### config.mk
export PLATFORM = sky130hd
export DESIGN_NAME = easyaxi_rd_arb_flat
export DESIGN_NICKNAME = d
export VERILOG_FILES = /design/src/rtl/easyaxi_rd_arb_if.sv /design/src/rtl/easyaxi_rd_arb.sv /design/src/flat_wrapper.sv
export SDC_FILE = /design/constraint.sdc
export NUM_CORES = 1
export LEC_CHECK = 0
export ABC_CLOCK_PERIOD_IN_PS = 3900
export CORE_AREA = 2 2 93 95
export CTS_CLUSTER_DIAMETER = 200
export DETAILED_ROUTE_END_ITERATION = 12
export DIE_AREA = 0 0 95 97
export GPL_TIMING_DRIVEN = 0
export MAX_ROUTING_LAYER = met4
export PLACE_DENSITY = 0.86
export SLEW_MARGIN = 25
export SYNTH_ARGS = -nofsm -noshare
export SYNTH_HDL_FRONTEND = slang
export SYNTH_SLANG_ARGS = --single-unit
### constraint.sdc
create_clock -name clk -period 3.9 [get_ports clk]
set_clock_uncertainty 0.05 [all_clocks]
set_input_delay 0.78 -clock clk [delete_from_list [all_inputs] [get_ports clk]]
set_output_delay 0.78 -clock clk [all_outputs]
set_load 0.01 [all_outputs]
### src/rtl/easyaxi_rd_arb_if.sv
// EasyAXI read-channel bundle: N lanes of AR/R valid-ready with one shared R payload.
// AXI width macros fall back to defaults when the build does not set them.
`ifndef AXI_ID_W
`define AXI_ID_W 4
`endif
`ifndef AXI_ADDR_W
`define AXI_ADDR_W 32
`endif
`ifndef AXI_LEN_W
`define AXI_LEN_W 8
`endif
`ifndef AXI_SIZE_W
`define AXI_SIZE_W 3
`endif
`ifndef AXI_BURST_W
`define AXI_BURST_W 2
`endif
`ifndef AXI_DATA_W
`define AXI_DATA_W 32
`endif
`ifndef AXI_RESP_W
`define AXI_RESP_W 2
`endif

interface easyaxi_rd_arb_if #(
  parameter int N    = 1,
  parameter int ID_W = `AXI_ID_W
);
  logic [N-1:0]                arvalid;
  logic [N-1:0]                arready;
  logic [N*ID_W-1:0]           arid;
  logic [N*`AXI_ADDR_W-1:0]    araddr;
  logic [N*`AXI_LEN_W-1:0]     arlen;
  logic [N*`AXI_SIZE_W-1:0]    arsize;
  logic [N*`AXI_BURST_W-1:0]   arburst;
  logic [N-1:0]                rvalid;
  logic [N-1:0]                rready;
  logic [ID_W-1:0]             rid;
  logic [`AXI_DATA_W-1:0]      rdata;
  logic [`AXI_RESP_W-1:0]      rresp;
  logic                        rlast;

  modport master (
    output arvalid, arid, araddr, arlen,
    output arsize, arburst, rready,
    input  arready, rvalid, rid, rdata,
    input  rresp, rlast
  );

  modport slave (
    input  arvalid, arid, araddr, arlen,
    input  arsize, arburst, rready,
    output arready, rvalid, rid, rdata,
    output rresp, rlast
  );
endinterface

### src/rtl/easyaxi_rd_arb.sv
// Read arbiter: MST_NUM EasyAXI masters share one slave AR/R port, RID-routed.
// EASYAXI_RD_ARB_FIXED_PRIO_EN selects fixed lowest-index priority.
`ifndef AXI_ID_W
`define AXI_ID_W 4
`endif
`ifndef AXI_ADDR_W
`define AXI_ADDR_W 32
`endif
`ifndef AXI_LEN_W
`define AXI_LEN_W 8
`endif
`ifndef AXI_SIZE_W
`define AXI_SIZE_W 3
`endif
`ifndef AXI_BURST_W
`define AXI_BURST_W 2
`endif

module easyaxi_rd_arb #(
  parameter int MST_NUM = 2,
  parameter int OST_MAX = 16
) (
  input  logic             clk,
  input  logic             rst_n,
  easyaxi_rd_arb_if.slave  mst,
  easyaxi_rd_arb_if.master slv,
  output logic             idle
);
  localparam int IDX_W = $clog2(MST_NUM);
  localparam int CNT_W = $clog2(OST_MAX) + 1;
  localparam int IW    = `AXI_ID_W;
  localparam int AW    = `AXI_ADDR_W;
  localparam int LW    = `AXI_LEN_W;
  localparam int SW    = `AXI_SIZE_W;
  localparam int BW    = `AXI_BURST_W;

  typedef enum logic {ARB, LOCK} state_t;

  state_t             state_r, state_nxt;
  logic [CNT_W-1:0]   ost_cnt [MST_NUM];
  logic [MST_NUM-1:0] elig, inc, dec;
  logic [IDX_W-1:0]   grant_r, arb_idx, gnt;
  logic               arb_vld, gnt_vld, ar_hs;
  logic [IDX_W-1:0]   ridx;

  always_comb begin
    elig = '0;
    for (int k = 0; k < MST_NUM; k++)
      elig[k] = mst.arvalid[k] &&
                (ost_cnt[k] != CNT_W'(OST_MAX));
  end

`ifdef EASYAXI_RD_ARB_FIXED_PRIO_EN
  always_comb begin
    arb_vld = 1'b0;
    arb_idx = '0;
    for (int k = MST_NUM - 1; k >= 0; k--)
      if (elig[k]) begin
        arb_vld = 1'b1;
        arb_idx = IDX_W'(k);
      end
  end
`else
  logic [IDX_W-1:0]   last_grant_r;
  logic [MST_NUM-1:0] rot;

  // rot[i] is the requester i+1 slots after the last winner
  always_comb begin
    arb_vld = 1'b0;
    arb_idx = '0;
    rot = MST_NUM'({elig, elig} >> (int'(last_grant_r) + 1));
    for (int i = MST_NUM - 1; i >= 0; i--)
      if (rot[i]) begin
        arb_vld = 1'b1;
        arb_idx = IDX_W'((int'(last_grant_r) + 1 + i) % MST_NUM);
      end
  end

  always_ff @(posedge clk or negedge rst_n) begin
    if (!rst_n)     last_grant_r <= IDX_W'(MST_NUM - 1);
    else if (ar_hs) last_grant_r <= gnt;
  end
`endif

  always_comb begin
    state_nxt = state_r;
    gnt       = arb_idx;
    gnt_vld   = arb_vld;
    unique case (state_r)
      ARB:
        if (arb_vld && !slv.arready) state_nxt = LOCK;
      LOCK: begin
        gnt     = grant_r;
        gnt_vld = 1'b1;
        if (slv.arready) state_nxt = ARB;
      end
      default: state_nxt = ARB;
    endcase
  end

  always_ff @(posedge clk or negedge rst_n) begin
    if (!rst_n) begin
      state_r <= ARB;
      grant_r <= '0;
    end else begin
      state_r <= state_nxt;
      if (gnt_vld) grant_r <= gnt;
    end
  end

  assign ar_hs = gnt_vld && slv.arready;

  always_comb begin
    slv.arvalid = gnt_vld;
    slv.arid    = '0;
    slv.araddr  = '0;
    slv.arlen   = '0;
    slv.arsize  = '0;
    slv.arburst = '0;
    mst.arready = '0;
    inc         = '0;
    for (int k = 0; k < MST_NUM; k++)
      if (gnt == IDX_W'(k)) begin
        slv.arid    = {gnt, mst.arid[k*IW +: IW]};
        slv.araddr  = mst.araddr[k*AW +: AW];
        slv.arlen   = mst.arlen[k*LW +: LW];
        slv.arsize  = mst.arsize[k*SW +: SW];
        slv.arburst = mst.arburst[k*BW +: BW];
        mst.arready[k] = ar_hs;
        inc[k]         = ar_hs;
      end
  end

  // Beats tagged with an index beyond MST_NUM fall through: accepted, dropped
  assign ridx = slv.rid[IW +: IDX_W];

  always_comb begin
    mst.rvalid = '0;
    slv.rready = 1'b1;
    dec        = '0;
    for (int k = 0; k < MST_NUM; k++)
      if (ridx == IDX_W'(k)) begin
        mst.rvalid[k] = slv.rvalid;
        slv.rready    = mst.rready[k];
        dec[k] = slv.rvalid && mst.rready[k] && slv.rlast;
      end
  end

  assign mst.rid   = slv.rid[IW-1:0];
  assign mst.rdata = slv.rdata;
  assign mst.rresp = slv.rresp;
  assign mst.rlast = slv.rlast;

  always_ff @(posedge clk or negedge rst_n) begin
    if (!rst_n) begin
      for (int k = 0; k < MST_NUM; k++) ost_cnt[k] <= '0;
    end else begin
      for (int k = 0; k < MST_NUM; k++)
        if (inc[k] && !dec[k])
          ost_cnt[k] <= ost_cnt[k] + 1'b1;
        else if (dec[k] && !inc[k])
          ost_cnt[k] <= ost_cnt[k] - 1'b1;
    end
  end

  always_comb begin
    idle = !gnt_vld;
    for (int k = 0; k < MST_NUM; k++)
      if (ost_cnt[k] != '0) idle = 1'b0;
  end
endmodule

### src/flat_wrapper.sv
// flat-port wrapper written by rule: the top's interface ports become plain ports
module easyaxi_rd_arb_flat 
#(
  parameter int MST_NUM = 2,
  parameter int OST_MAX = 16
)
  (clk, rst_n, idle, mst_arvalid, mst_arid, mst_araddr, mst_arlen, mst_arsize, mst_arburst, mst_rready, mst_arready, mst_rvalid, mst_rid, mst_rdata, mst_rresp, mst_rlast, slv_arvalid, slv_arid, slv_araddr, slv_arlen, slv_arsize, slv_arburst, slv_rready, slv_arready, slv_rvalid, slv_rid, slv_rdata, slv_rresp, slv_rlast);
  easyaxi_rd_arb_if #(.N((2)), .ID_W((`AXI_ID_W))) mst_i ();
  easyaxi_rd_arb_if #(.N(1), .ID_W((`AXI_ID_W) + ($clog2((2))))) slv_i ();
  input  logic clk;
  input  logic rst_n;
  output logic idle;
  input wire logic [$bits(mst_i.arvalid)-1:0] mst_arvalid;
  input wire logic [$bits(mst_i.arid)-1:0] mst_arid;
  input wire logic [$bits(mst_i.araddr)-1:0] mst_araddr;
  input wire logic [$bits(mst_i.arlen)-1:0] mst_arlen;
  input wire logic [$bits(mst_i.arsize)-1:0] mst_arsize;
  input wire logic [$bits(mst_i.arburst)-1:0] mst_arburst;
  input wire logic [$bits(mst_i.rready)-1:0] mst_rready;
  output wire logic [$bits(mst_i.arready)-1:0] mst_arready;
  output wire logic [$bits(mst_i.rvalid)-1:0] mst_rvalid;
  output wire logic [$bits(mst_i.rid)-1:0] mst_rid;
  output wire logic [$bits(mst_i.rdata)-1:0] mst_rdata;
  output wire logic [$bits(mst_i.rresp)-1:0] mst_rresp;
  output wire logic [$bits(mst_i.rlast)-1:0] mst_rlast;
  output wire logic [$bits(slv_i.arvalid)-1:0] slv_arvalid;
  output wire logic [$bits(slv_i.arid)-1:0] slv_arid;
  output wire logic [$bits(slv_i.araddr)-1:0] slv_araddr;
  output wire logic [$bits(slv_i.arlen)-1:0] slv_arlen;
  output wire logic [$bits(slv_i.arsize)-1:0] slv_arsize;
  output wire logic [$bits(slv_i.arburst)-1:0] slv_arburst;
  output wire logic [$bits(slv_i.rready)-1:0] slv_rready;
  input wire logic [$bits(slv_i.arready)-1:0] slv_arready;
  input wire logic [$bits(slv_i.rvalid)-1:0] slv_rvalid;
  input wire logic [$bits(slv_i.rid)-1:0] slv_rid;
  input wire logic [$bits(slv_i.rdata)-1:0] slv_rdata;
  input wire logic [$bits(slv_i.rresp)-1:0] slv_rresp;
  input wire logic [$bits(slv_i.rlast)-1:0] slv_rlast;
  assign mst_i.arvalid = mst_arvalid;
  assign mst_i.arid = mst_arid;
  assign mst_i.araddr = mst_araddr;
  assign mst_i.arlen = mst_arlen;
  assign mst_i.arsize = mst_arsize;
  assign mst_i.arburst = mst_arburst;
  assign mst_i.rready = mst_rready;
  assign mst_arready = mst_i.arready;
  assign mst_rvalid = mst_i.rvalid;
  assign mst_rid = mst_i.rid;
  assign mst_rdata = mst_i.rdata;
  assign mst_rresp = mst_i.rresp;
  assign mst_rlast = mst_i.rlast;
  assign slv_arvalid = slv_i.arvalid;
  assign slv_arid = slv_i.arid;
  assign slv_araddr = slv_i.araddr;
  assign slv_arlen = slv_i.arlen;
  assign slv_arsize = slv_i.arsize;
  assign slv_arburst = slv_i.arburst;
  assign slv_rready = slv_i.rready;
  assign slv_i.arready = slv_arready;
  assign slv_i.rvalid = slv_rvalid;
  assign slv_i.rid = slv_rid;
  assign slv_i.rdata = slv_rdata;
  assign slv_i.rresp = slv_rresp;
  assign slv_i.rlast = slv_rlast;
  easyaxi_rd_arb #(.MST_NUM(MST_NUM), .OST_MAX(OST_MAX)) u_core (.clk(clk), .rst_n(rst_n), .mst(mst_i), .slv(slv_i), .idle(idle));
endmodule
After elaboration in Yosys (flattened, before gate mapping)
Index checks and enable logic that the tools add are counted.

storage, ports and cells
  flip-flop bits (word level) = 13
  word-level logic and storage cells = 64
  output and inout bits = 96
  input port bits = 146

operators by class
  mux-type cells = 27
  shifts and indexed selects = 1
  add/sub/neg operators = 6
  equal/unequal tests = 2
  bitwise gates (word level) = 1
  reduce and logical (&&, ||, !) cells = 22

operators with widths
  operator               count
  $mux W32               1
  $mux W5                5
  $mux W1                17
  $logic_and A1 B1 Y1    12
  $add A5 B1 Y5 const B  2
  $ne A5 B5 Y1 const B   2
  $reduce_bool A5 Y1     2
  $sub A5 B1 Y5 const B  2
  $mux W8                1
  $logic_not A1 Y1       6
  $reduce_bool A2 Y1     2
  $shr A4 B2 Y2          1
  $mux W3                1
  $add A1 B1 Y2 const B  1
  $mux W2                1
  $pmux W1 S2            1
  $add A1 B1 Y1 const B  1
  $not A1 Y1             1

Depth between registers and ports, before layout
Gate-level depths: netlist of run 1.

  depth after elaboration = 12
  gate-level depth with buffers = 12

Worst setup path before layout of run 1
Ideal clock, no wire load.

  path kind = reg2reg
  start = register u_core.ost_cnt[0] in the netlist's numbering
  end = register u_core.ost_cnt[9] in the netlist's numbering
  cell stages (with the launch flop) = 12
  clock period less this slack = 3,347 ps
  data arrival time = 3,161 ps
  setup slack = 553 ps
  setup time = 136 ps
  cells stage by stage = dfrtp_1 -> nor4_1 -> nand2_1 -> a32oi_4 -> buf_6 -> and3_1 -> ha_1 -> inv_1 -> fa_1 -> a21o_1 -> a2111oi_0 -> o31ai_1

between the ends
  longest elaborated chain between the ends = 11
  elaborated cells between the ends (all ways) = 16
  classes of those cells = eq/ne: 1; shift: 1; mux: 8; reduce/logical: 6

RTL lines
  item                                 line                   RTL
  start, declared                      easyaxi_rd_arb.sv:40   logic [CNT_W-1:0] ost_cnt [MST_NUM];
  start signal, assigned by index      easyaxi_rd_arb.sv:160  ost_cnt[k] <= ost_cnt[k] + 1'b1;
  start signal, assigned by index      easyaxi_rd_arb.sv:162  ost_cnt[k] <= ost_cnt[k] - 1'b1;
  $ne A5 B5 Y1 *                       easyaxi_rd_arb.sv:50   (ost_cnt[k] != CNT_W'(OST_MAX));
  $logic_and A1 B1 Y1 *                easyaxi_rd_arb.sv:49   elig[k] = mst.arvalid[k] &&
  $shr A4 B2 Y2 *                      easyaxi_rd_arb.sv:71   rot = MST_NUM'({elig, elig} >> (int'(last_grant_r) + 1));
  $mux W1 (2 in series)                easyaxi_rd_arb.sv:73   if (rot[i]) begin
  $mux W1                              easyaxi_rd_arb.sv:89   unique case (state_r)
  $logic_and A1 B1 Y1                  easyaxi_rd_arb.sv:111  assign ar_hs = gnt_vld && slv.arready;
  $mux W1 *                            n/a
  via mst_arready[0]                   flat_wrapper.sv:20     output wire logic [$bits(mst_i.arready)-1:0] mst_arready;
  $logic_not A1 Y1                     easyaxi_rd_arb.sv:161  else if (dec[k] && !inc[k])
  $logic_and A1 B1 Y1                  easyaxi_rd_arb.sv:161
  $reduce_bool A2 Y1 (no source line)  n/a

Mark *: on every way through the listed nets, which the timed path passes. The rest lies on a longest branch.
A chain may end at the register's enable or synchronous reset.

Final worst setup path of run 1
  start = input mst_arvalid[0]
  end = output slv_araddr[1]

between the ends
  longest elaborated chain between the ends = 6

RTL lines
  item                   line                   RTL
  start, declared        flat_wrapper.sv:13     input wire logic [$bits(mst_i.arvalid)-1:0] mst_arvalid;
  $logic_and A1 B1 Y1 *  easyaxi_rd_arb.sv:49
  $shr A4 B2 Y2 *        easyaxi_rd_arb.sv:71
  $mux W1                easyaxi_rd_arb.sv:73
  $mux W1 *              easyaxi_rd_arb.sv:73
  $mux W1 *              easyaxi_rd_arb.sv:89
  $mux W32 *             easyaxi_rd_arb.sv:123  if (gnt == IDX_W'(k)) begin
  end, declared          flat_wrapper.sv:28     output wire logic [$bits(slv_i.araddr)-1:0] slv_araddr;

Every way passes the cells marked *; elsewhere a longest branch is shown, timed or not.

==> results of run 1 <==
[worst max-delay path, cell delays in order]
cell and delay [ns]:
clkdlybuf4s50_1 0.57, o211ai_2 0.15, a32oi_4 0.28, buf_4 0.20, buf_6 0.18, mux2_4 0.31, clkdlybuf4s50_1 0.51
[power by group]
group          leakage (nW)  internal (W)  switching (W)
clock                0.0228     0.0000722      0.0000492
combinational          1.69      0.000732       0.000480
sequential            0.155      0.000199      0.0000807
[registers in the layout, summed over array words and instances, names as in the netlist]
signal               cells
u_core.last_grant_r      1
u_core.grant_r           1
u_core.ost_cnt          10
u_core.state_r           1
[cell families after synthesis]
| group | count (synthesis) | share of synthesized area (%) |
|---|---|---|
| xor+xnor | 6 | 2.57 |
| simple gates | 32 | 8.13 |
| mux | 54 | 38.0 |
| flops | 13 | 16.0 |
| fa+ha+maj | 10 | 6.85 |
| buf+inv | 53 | 18.9 |
| compound gates | 26 | 9.60 |
[area by class of cell]
class | instances | area share, %
clock buffers | 4 | 1.05
repair buffers | 206 | 48.0
flip-flops and latches | 13 | 7.62
inverters | 6 | 0.526
well taps | 105 | 3.07
plain buffers | 47 | 8.50
multi-input cells | 128 | 31.2
[timing repair]
action / 4_1_cts / 5_1_grt
buffers inserted: 0 / 3
gates resized for setup: 0 / 2
endpoints found under the hold margin: 0 / 0
hold buffers: 0 / 0
endpoints found under the setup margin: 0 / 49
[worst max-delay path by stage]
| stage | startpoint | endpoint | slack [ns] | depth (start not counted) |
|---|---|---|---|---|
| after floorplan | u_core.ost_cnt[0] | u_core.ost_cnt[9] | 0.55 | 11 |
| after global placement | mst_arvalid[1] | u_core.ost_cnt[9] | -0.16 | 11 |
| after detailed placement | mst_arvalid[0] | u_core.ost_cnt[9] | -0.24 | 11 |
| after CTS | mst_arvalid[0] | u_core.ost_cnt[9] | 0.02 | 11 |
| after global routing | mst_arvalid[0] | slv_araddr[18] | 0.003 | 7 |
| final | mst_arvalid[0] | slv_araddr[1] | 0.08 | 7 |
[per-stage QoR]
stage / util [%] / cells / TNS, ns
2_1_floorplan: - / 194 / 0
3_3_place_gp: 51.8 / 502 / -0.168
3_5_place_dp: 51.8 / 502 / -0.353
4_1_cts: 52.3 / 506 / 0
5_1_grt: 52.7 / 509 / 0
6_report: 52.7 / 509 / 0
[routing by layer]
metal	track usage [%]	vias up	wire, µm
li1	-	1077	-
met1	19.8	1045	3130
met2	30.6	118	4340
met3	3.66	12	788
met4	4.91	0	170
met5	-	-	0
[cell usage in the layout, fill, tap and decap left out, drive strengths merged, types with 2 or more instances in the layout]
master / instances
clkdlybuf4s50: 202
mux2: 52
buf: 48
nand2: 12
dfrtp: 12
o21ai: 8
ha: 8
inv: 6
nor3: 6
clkbuf: 6
a21o: 4
a21oi: 4
xnor2: 4
nor4: 3
and2: 2
xor2: 2
a2111oi: 2
mux2i: 2
o31ai: 2
fa: 2
nor2b: 2
==> flow_summary.toml, run 1 <==
[cts]
cts.sink_count = 13
cts-root-buf = "clkbuf_8"
clk_pin_slew_worst_paths_ns = 0.05
cts_buffers = 3
htree_levels = 1
cts_tree = "yes"
cts.path.max_buffers = 2
insertion_delay_ns = 0.25

[yosys]
synth_top_area_share_pct = 33.7
ys_seq_area_share_pct = 16.0
synth_ff_type = "dfrtp_1"
yosysTopAreaCell = "mux2_4"
yosysMostFrequentCell = "mux2_4"
synth_common_cells = "mux2_4 (46), buf_4 (40), dfrtp_1 (12), nand2_1 (12)"
synth_edf_count = 0
synth_cell_types = 36
async_flop_share_pct = 100
avgSynthCellArea_um2 = 10.6
synthCells = 194
synth_seq_cells = 13
ys.warnings.count = 0
netlist_area_um2 = 2050
ys_top_cells_by_area = "mux2_4 (34%), buf_4 (15%), dfrtp_1 (15%), ha_1 (4.9%), mux2_2 (3.3%)"
synth_nets = 350

[setup_path]
required_ns = 3.07
arrival_ns = 2.99
cp-start-kind = "input port"
crit_path_end_kind = "output port"
critPathMaxFanout = 10
rr_worst_depth = 11
reg2reg_slack_ns = 0.33
criticalPathCategory = "input port to output port"
r2r_start = "u_core.ost_cnt[0]"
reg2reg_to = "u_core.ost_cnt[9]"

[timing]
fin_ws_ns = 0.0829
tightest_slew_ns = 0.594
holdWs_ns = 0.476
min_period_over_period_pct = 97.9
setup_viol = 0
report.final.slew_viol_count = 0
fmax_mhz = 262
hold_violations = 0
rsz0062_at_grt = "no"
min_period_ns = 3.82
relSlewSlack_pct = 60.3

[flow_run]
drv_cap = 0

[global_routing]
grt_max_degree = 14
grt_pass1_wl_mm = 12.4
grt_pass1_vias = 2388
antenna_found_initial = 0
grt_usage_pct = 17.4
gr-total-overflow = 0

[placement]
place_hpwl_mm = 7.19
gp_congestion = 0.872
dp_slack_ns = -0.244
io_buffers = 203
dpl_cell_area_um2 = 4210

[route]
drcViolationCount = 0
routed_via_density = 4.42
num_vias = 2252
wirelength_mm = 8.43
wl_per_cell_um = 16.6
final_antenna_net_count = 0
first_pass_iters = 5
drtIter0Drc = 43

[final_layout]
layout-drive-gt1-share_pct = 26.7
antenna_cells = 0
area_growth_pct = 109
multi_input_area_um2 = 1340
final_nets = 561
fin_area_um2 = 4280
fill_cells = 719
seq_area_um2 = 327

[pwr]
p_total_w = 0.00161
power_per_cell_area_nw_per_um2 = 377
vdd_drop_max_mv = 0.297
leakagePower_nw = 1.87

[min_path]
hold_end = "u_core.ost_cnt[2]"
hp-class = "flop to flop"
worstHoldStart = "u_core.ost_cnt[2]"
hold_depth = 2

[floorplan]
rows = 33
start_util_pct = 25.2
die_w_um = 95
die_area_um2 = 9220
num_io_pins = 242
core_area_um2 = 8130
die_y_um = 97

[status]
status = "finished, final reports clean"
No activity file was read; power rests on OpenSTA's default activity.
==> inputs of run 2 (changes only) <==
Settings changed: MAX_ROUTING_LAYER met4 to not set.
==> flow_summary.toml, run 2 (same netlist as run 1, synthesis figures left out) <==
[pwr]
vdd_drop_max_mv = 0.298
leakagePower_nw = 1.87
power_per_cell_area_nw_per_um2 = 377
p_total_w = 0.00162

[global_routing]
grt_pass1_wl_mm = 12.4
met3_usage_pct = 3.82
grt_max_degree = 14
grt_usage_pct = 16.9
busiest_layer = "met2"
grt_pass1_vias = 2390
grtUsageMet1_pct = 19.6
use_met2_pct = 30.6
gr-total-overflow = 0
antenna_found_initial = 0

[setup_path]
cp-start-kind = "input port"
cp_cell_sequence = "clkdlybuf4s50_1 -> o211ai_2 -> a32oi_4 -> buf_4 -> buf_6 -> mux2_4 -> clkdlybuf4s50_1"
required_ns = 3.07
critPathMaxFanout = 10
crit_buf_inv = 4
path_common_cell = "clkdlybuf4s50_1"
crit_path_end_kind = "output port"
critical-path-top-delay-family = "buffers and inverters"
arrival_ns = 2.99
criticalPathCategory = "input port to output port"
r2r_start = "u_core.ost_cnt[0]"
slowest_delay_ns = 0.57
worst_path_max_delay_cell = "clkdlybuf4s50_1"
startpoint = "mst_arvalid[0]"

[floorplan]
die_y_um = 97
start_util_pct = 25.2
num_io_pins = 242
rows = 33
die_area_um2 = 9220
die_w_um = 95
core_area_um2 = 8130

[placement]
gp_congestion = 0.858
placed_cells = 502
place_hpwl_mm = 7.19
io_buffers = 203

[timing]
rsz0062_at_grt = "no"
fmax_mhz = 262
relSlewSlack_pct = 60.1
tightest_slew_ns = 0.597
setup_viol = 0
min_period_over_period_pct = 98.0
min_period_ns = 3.82
hold_violations = 0
report.final.slew_viol_count = 0

[status]
status = "finished, final reports clean"

[route]
final_antenna_net_count = 0
routed_via_density = 4.42
wl_per_cell_um = 16.6
wirelength_mm = 8.46
drcViolationCount = 0
num_vias = 2251
drtIter0Drc = 38
first_pass_iters = 4

[cts]
postCtsHoldBufs = 0
insertion_delay_ns = 0.25
cts_buffers = 3
cts.path.max_buffers = 2
cts-root-buf = "clkbuf_8"
cts.sink_count = 13
htree_levels = 1
cts_tree = "yes"
clk_pin_slew_worst_paths_ns = 0.05

[final_layout]
largest_reg_flops = 10
antenna_cells = 0
mostFrequentLayoutCell = "clkdlybuf4s50_1"
finalNonFillerCells = 509
final_nets = 561
regMostFlops = "u_core.ost_cnt"
area_growth_pct = 109
layout-drive-gt1-share_pct = 26.7
final_cell_mix = "clkdlybuf4s50_1 (202), mux2_4 (46), buf_4 (43)"

[flow_run]
drv_cap = 0

[min_path]
hp-class = "flop to flop"
worstHoldStart = "u_core.ost_cnt[2]"
==> run 2: final timing paths <==
kind                                     end  slack, ns  cells past startpoint
max                            slv_araddr[1]       0.08                      7
min                        u_core.ost_cnt[2]       0.48                      2
max reg2reg                u_core.ost_cnt[9]       0.31                     11
min reg2reg                u_core.ost_cnt[2]       0.48                      2
max in group asynchronous  u_core.ost_cnt[1]       2.55                      1
min in group asynchronous  u_core.ost_cnt[5]       0.86                      1
==> run 2: layer usage <==
metal	vias to the layer above	part of all wire (%)
met2	118	51
met4	0	2.0
met1	1044	37
met5	-	0
met3	12	9.3
li1	1077	-
==> run 2: worst reg2reg max path, stage by stage, from the launching register on <==
cell       delay (ns)
dfrtp_1          0.43
nor4_1           0.48
nand2_1          0.25
a32oi_4          0.27
buf_6            0.20
and3_1           0.22
ha_1             0.22
inv_1            0.14
fa_1             0.43
a21o_1           0.23
a2111oi_0        0.40
o31ai_1          0.13
==> run 2: cell type report <==
cell class | count | area [µm²]
well taps | 105 | 131
repair buffers | 206 | 2060
fillers | 719 | 3850
inverters | 6 | 22.5
flip-flops and latches | 13 | 327
multi-input cells | 128 | 1340
plain buffers | 47 | 364
clock buffers | 4 | 45.0
==> run 2: repair_timing <==
| action | 4_1_cts | 5_1_grt |
|---|---|---|
| gates resized for setup | 0 | 2 |
| endpoints found under the setup margin | 0 | 49 |
| setup buffers | 0 | 3 |
==> run 2: report_power, final <==
part           leakage [nW]  internal (W)  total, W  switching [W]
Combinational          1.69      0.000732   0.00121       0.000481
Clock                0.0228     0.0000723  0.000123      0.0000503
Sequential            0.155      0.000199  0.000279      0.0000809
==> run 2: stage by stage <==
stage	TNS, ns	worst slack [ns]	hold WS [ns]	cell area (µm²)	util [%]
3_5_place_dp	-0.353	-0.244	0.461	4210	51.8
5_1_grt	0	0.00261	0.522	4280	52.7
6_report	0	0.0789	0.475	4280	52.7
2_1_floorplan	0	0.553	0.429	2050	-
3_3_place_gp	-0.168	-0.158	0.453	4210	51.8
4_1_cts	0	0.0160	0.473	4260	52.3
==> inputs of run 3 (changes only) <==
Settings changed: SETUP_SLACK_MARGIN set to 0.05.
==> flow_summary.toml, run 3 (same netlist as run 1, synthesis figures left out) <==
[floorplan]
num_io_pins = 242
core_area_um2 = 8130
die_w_um = 95
die_area_um2 = 9220
die_y_um = 97
start_util_pct = 25.2
rows = 33

[timing]
setup_viol = 0
fin_ws_ns = 0.194
fin_tns_setup_ns = 0
rsz0062_at_grt = "yes"
min_period_over_period_pct = 95.0
min_period_ns = 3.71
report.final.slew_viol_count = 0
tightest_slew_ns = 0.580
fmax_mhz = 270
hold_violations = 0
relSlewSlack_pct = 61.2

[route]
wirelength_mm = 8.37
num_vias = 2253
wl_per_cell_um = 16.5
drcViolationCount = 0
first_pass_iters = 4
final_antenna_net_count = 0
routed_via_density = 4.44
drtIter0Drc = 25

[global_routing]
gr-total-overflow = 0
antenna_found_initial = 0
grtUsageMet1_pct = 19.4
grt_usage_pct = 16.9
grt_pass1_vias = 2398
busiest_layer = "met2"
grt_pass1_wl_mm = 12.4
met3_usage_pct = 3.82
grt_max_degree = 14
use_met2_pct = 30.7

[final_layout]
largest_reg_flops = 10
area_growth_pct = 110
mostFrequentLayoutCell = "clkdlybuf4s50_1"
layout-drive-gt1-share_pct = 27.5
regMostFlops = "u_core.ost_cnt"
final_cell_mix = "clkdlybuf4s50_1 (202), mux2_4 (46), buf_4 (41)"
fin_area_um2 = 4300
fill_cells = 715
antenna_cells = 0
final_nets = 560

[min_path]
hold_depth = 2
hp-class = "flop to flop"
hold_end = "u_core.ost_cnt[2]"
worstHoldStart = "u_core.ost_cnt[2]"

[setup_path]
criticalPathCategory = "input port to output port"
crit_path_end_kind = "output port"
required_ns = 3.07
rr_worst_depth = 13
critPathMaxFanout = 10
slowest_delay_ns = 0.53
worst_path_max_delay_cell = "clkdlybuf4s50_1"
arrival_ns = 2.88
reg2reg_slack_ns = 0.38
cp_cell_sequence = "clkdlybuf4s50_1 -> nor2b_2 -> a32oi_4 -> buf_12 -> buf_6 -> mux2_4 -> clkdlybuf4s50_1"
reg2reg_to = "u_core.ost_cnt[4]"
path_common_cell = "clkdlybuf4s50_1"
r2r_start = "u_core.ost_cnt[5]"
cp-start-kind = "input port"
startpoint = "mst_arvalid[1]"

[cts]
cts-root-buf = "clkbuf_8"
cts_buffers = 3
htree_levels = 1
postCtsHoldBufs = 0
clk_pin_slew_worst_paths_ns = 0.05
cts.sink_count = 13
cts_tree = "yes"
cts.path.max_buffers = 2
insertion_delay_ns = 0.25

[pwr]
vdd_drop_max_mv = 0.301
power_per_cell_area_nw_per_um2 = 380
leakagePower_nw = 1.87

[placement]
gp_congestion = 0.858
io_buffers = 203
dp_slack_ns = -0.244
dpl_cell_area_um2 = 4210
place_hpwl_mm = 7.19

[status]
status = "finished, final reports clean"

[flow_run]
drv_cap = 0
[run 3: cell types whose count changed in the layout (fill, tap and decap cells not counted), sizes merged]
cell	change
buf	-1
[run 3: how the worst max path moves through the flow]
stage,endpoint,slack [ns],cells after the start
2_1_floorplan,u_core.ost_cnt[9],0.55,11
3_3_place_gp,u_core.ost_cnt[9],-0.16,11
3_5_place_dp,u_core.ost_cnt[9],-0.24,11
4_1_cts,u_core.ost_cnt[9],0.11,12
5_1_grt,u_core.ost_cnt[4],0.07,13
6_report,slv_araddr[26],0.19,7
[run 3: area by class of cell]
type | count | area (µm²) | area share [%]
buffer | 47 | 364 | 8.46
clock buffer | 4 | 45.0 | 1.05
inverter | 6 | 22.5 | 0.523
multi-input combinational | 128 | 1350 | 31.4
sequential | 13 | 327 | 7.59
tap | 105 | 131 | 3.05
timing repair buffer | 205 | 2060 | 47.9
[run 3: where the power goes]
group	total [W]	switching (W)	internal, W	leakage (nW)
Sequential	0.000283	0.0000849	0.000198	0.155
Clock	0.000122	0.0000500	0.0000723	0.0228
Combinational	0.00123	0.000487	0.000743	1.69
Total	0.00164	0.000622	0.00101	1.87
[run 3: worst max-delay path, delay by kind of cell]
kind	cells	cell delay, ns
buffers and inverters	4	1.32
multiplexers	1	0.31
AO/OA/AOI/OAI	1	0.26
AND/OR/NAND/NOR	1	0.20
[run 3: stage by stage]
stage	util (%)	hold WS, ns	instances	total power [W]
after detailed placement	51.8	0.461	502	0.00148
final	52.9	0.494	508	0.00164
after floorplan	-	0.429	194	0.000980
after CTS	52.7	0.473	508	0.00163
after global routing	52.9	0.541	508	0.00174
after global placement	51.8	0.453	502	0.00144
[run 3: metal layers]
layer  part of all wire (%)  vias up
li1                       -     1075
met1                     37     1044
met2                     51      120
met3                    9.4       14
met4                    2.2        0
met5                      0        -
[run 3: repair_timing]
item,4_1_cts,5_1_grt
buffers inserted,2,0
pin swaps,1,0
endpoints found under the setup margin,7,2
hold endpoints to repair,0,0
resized for setup,0,8
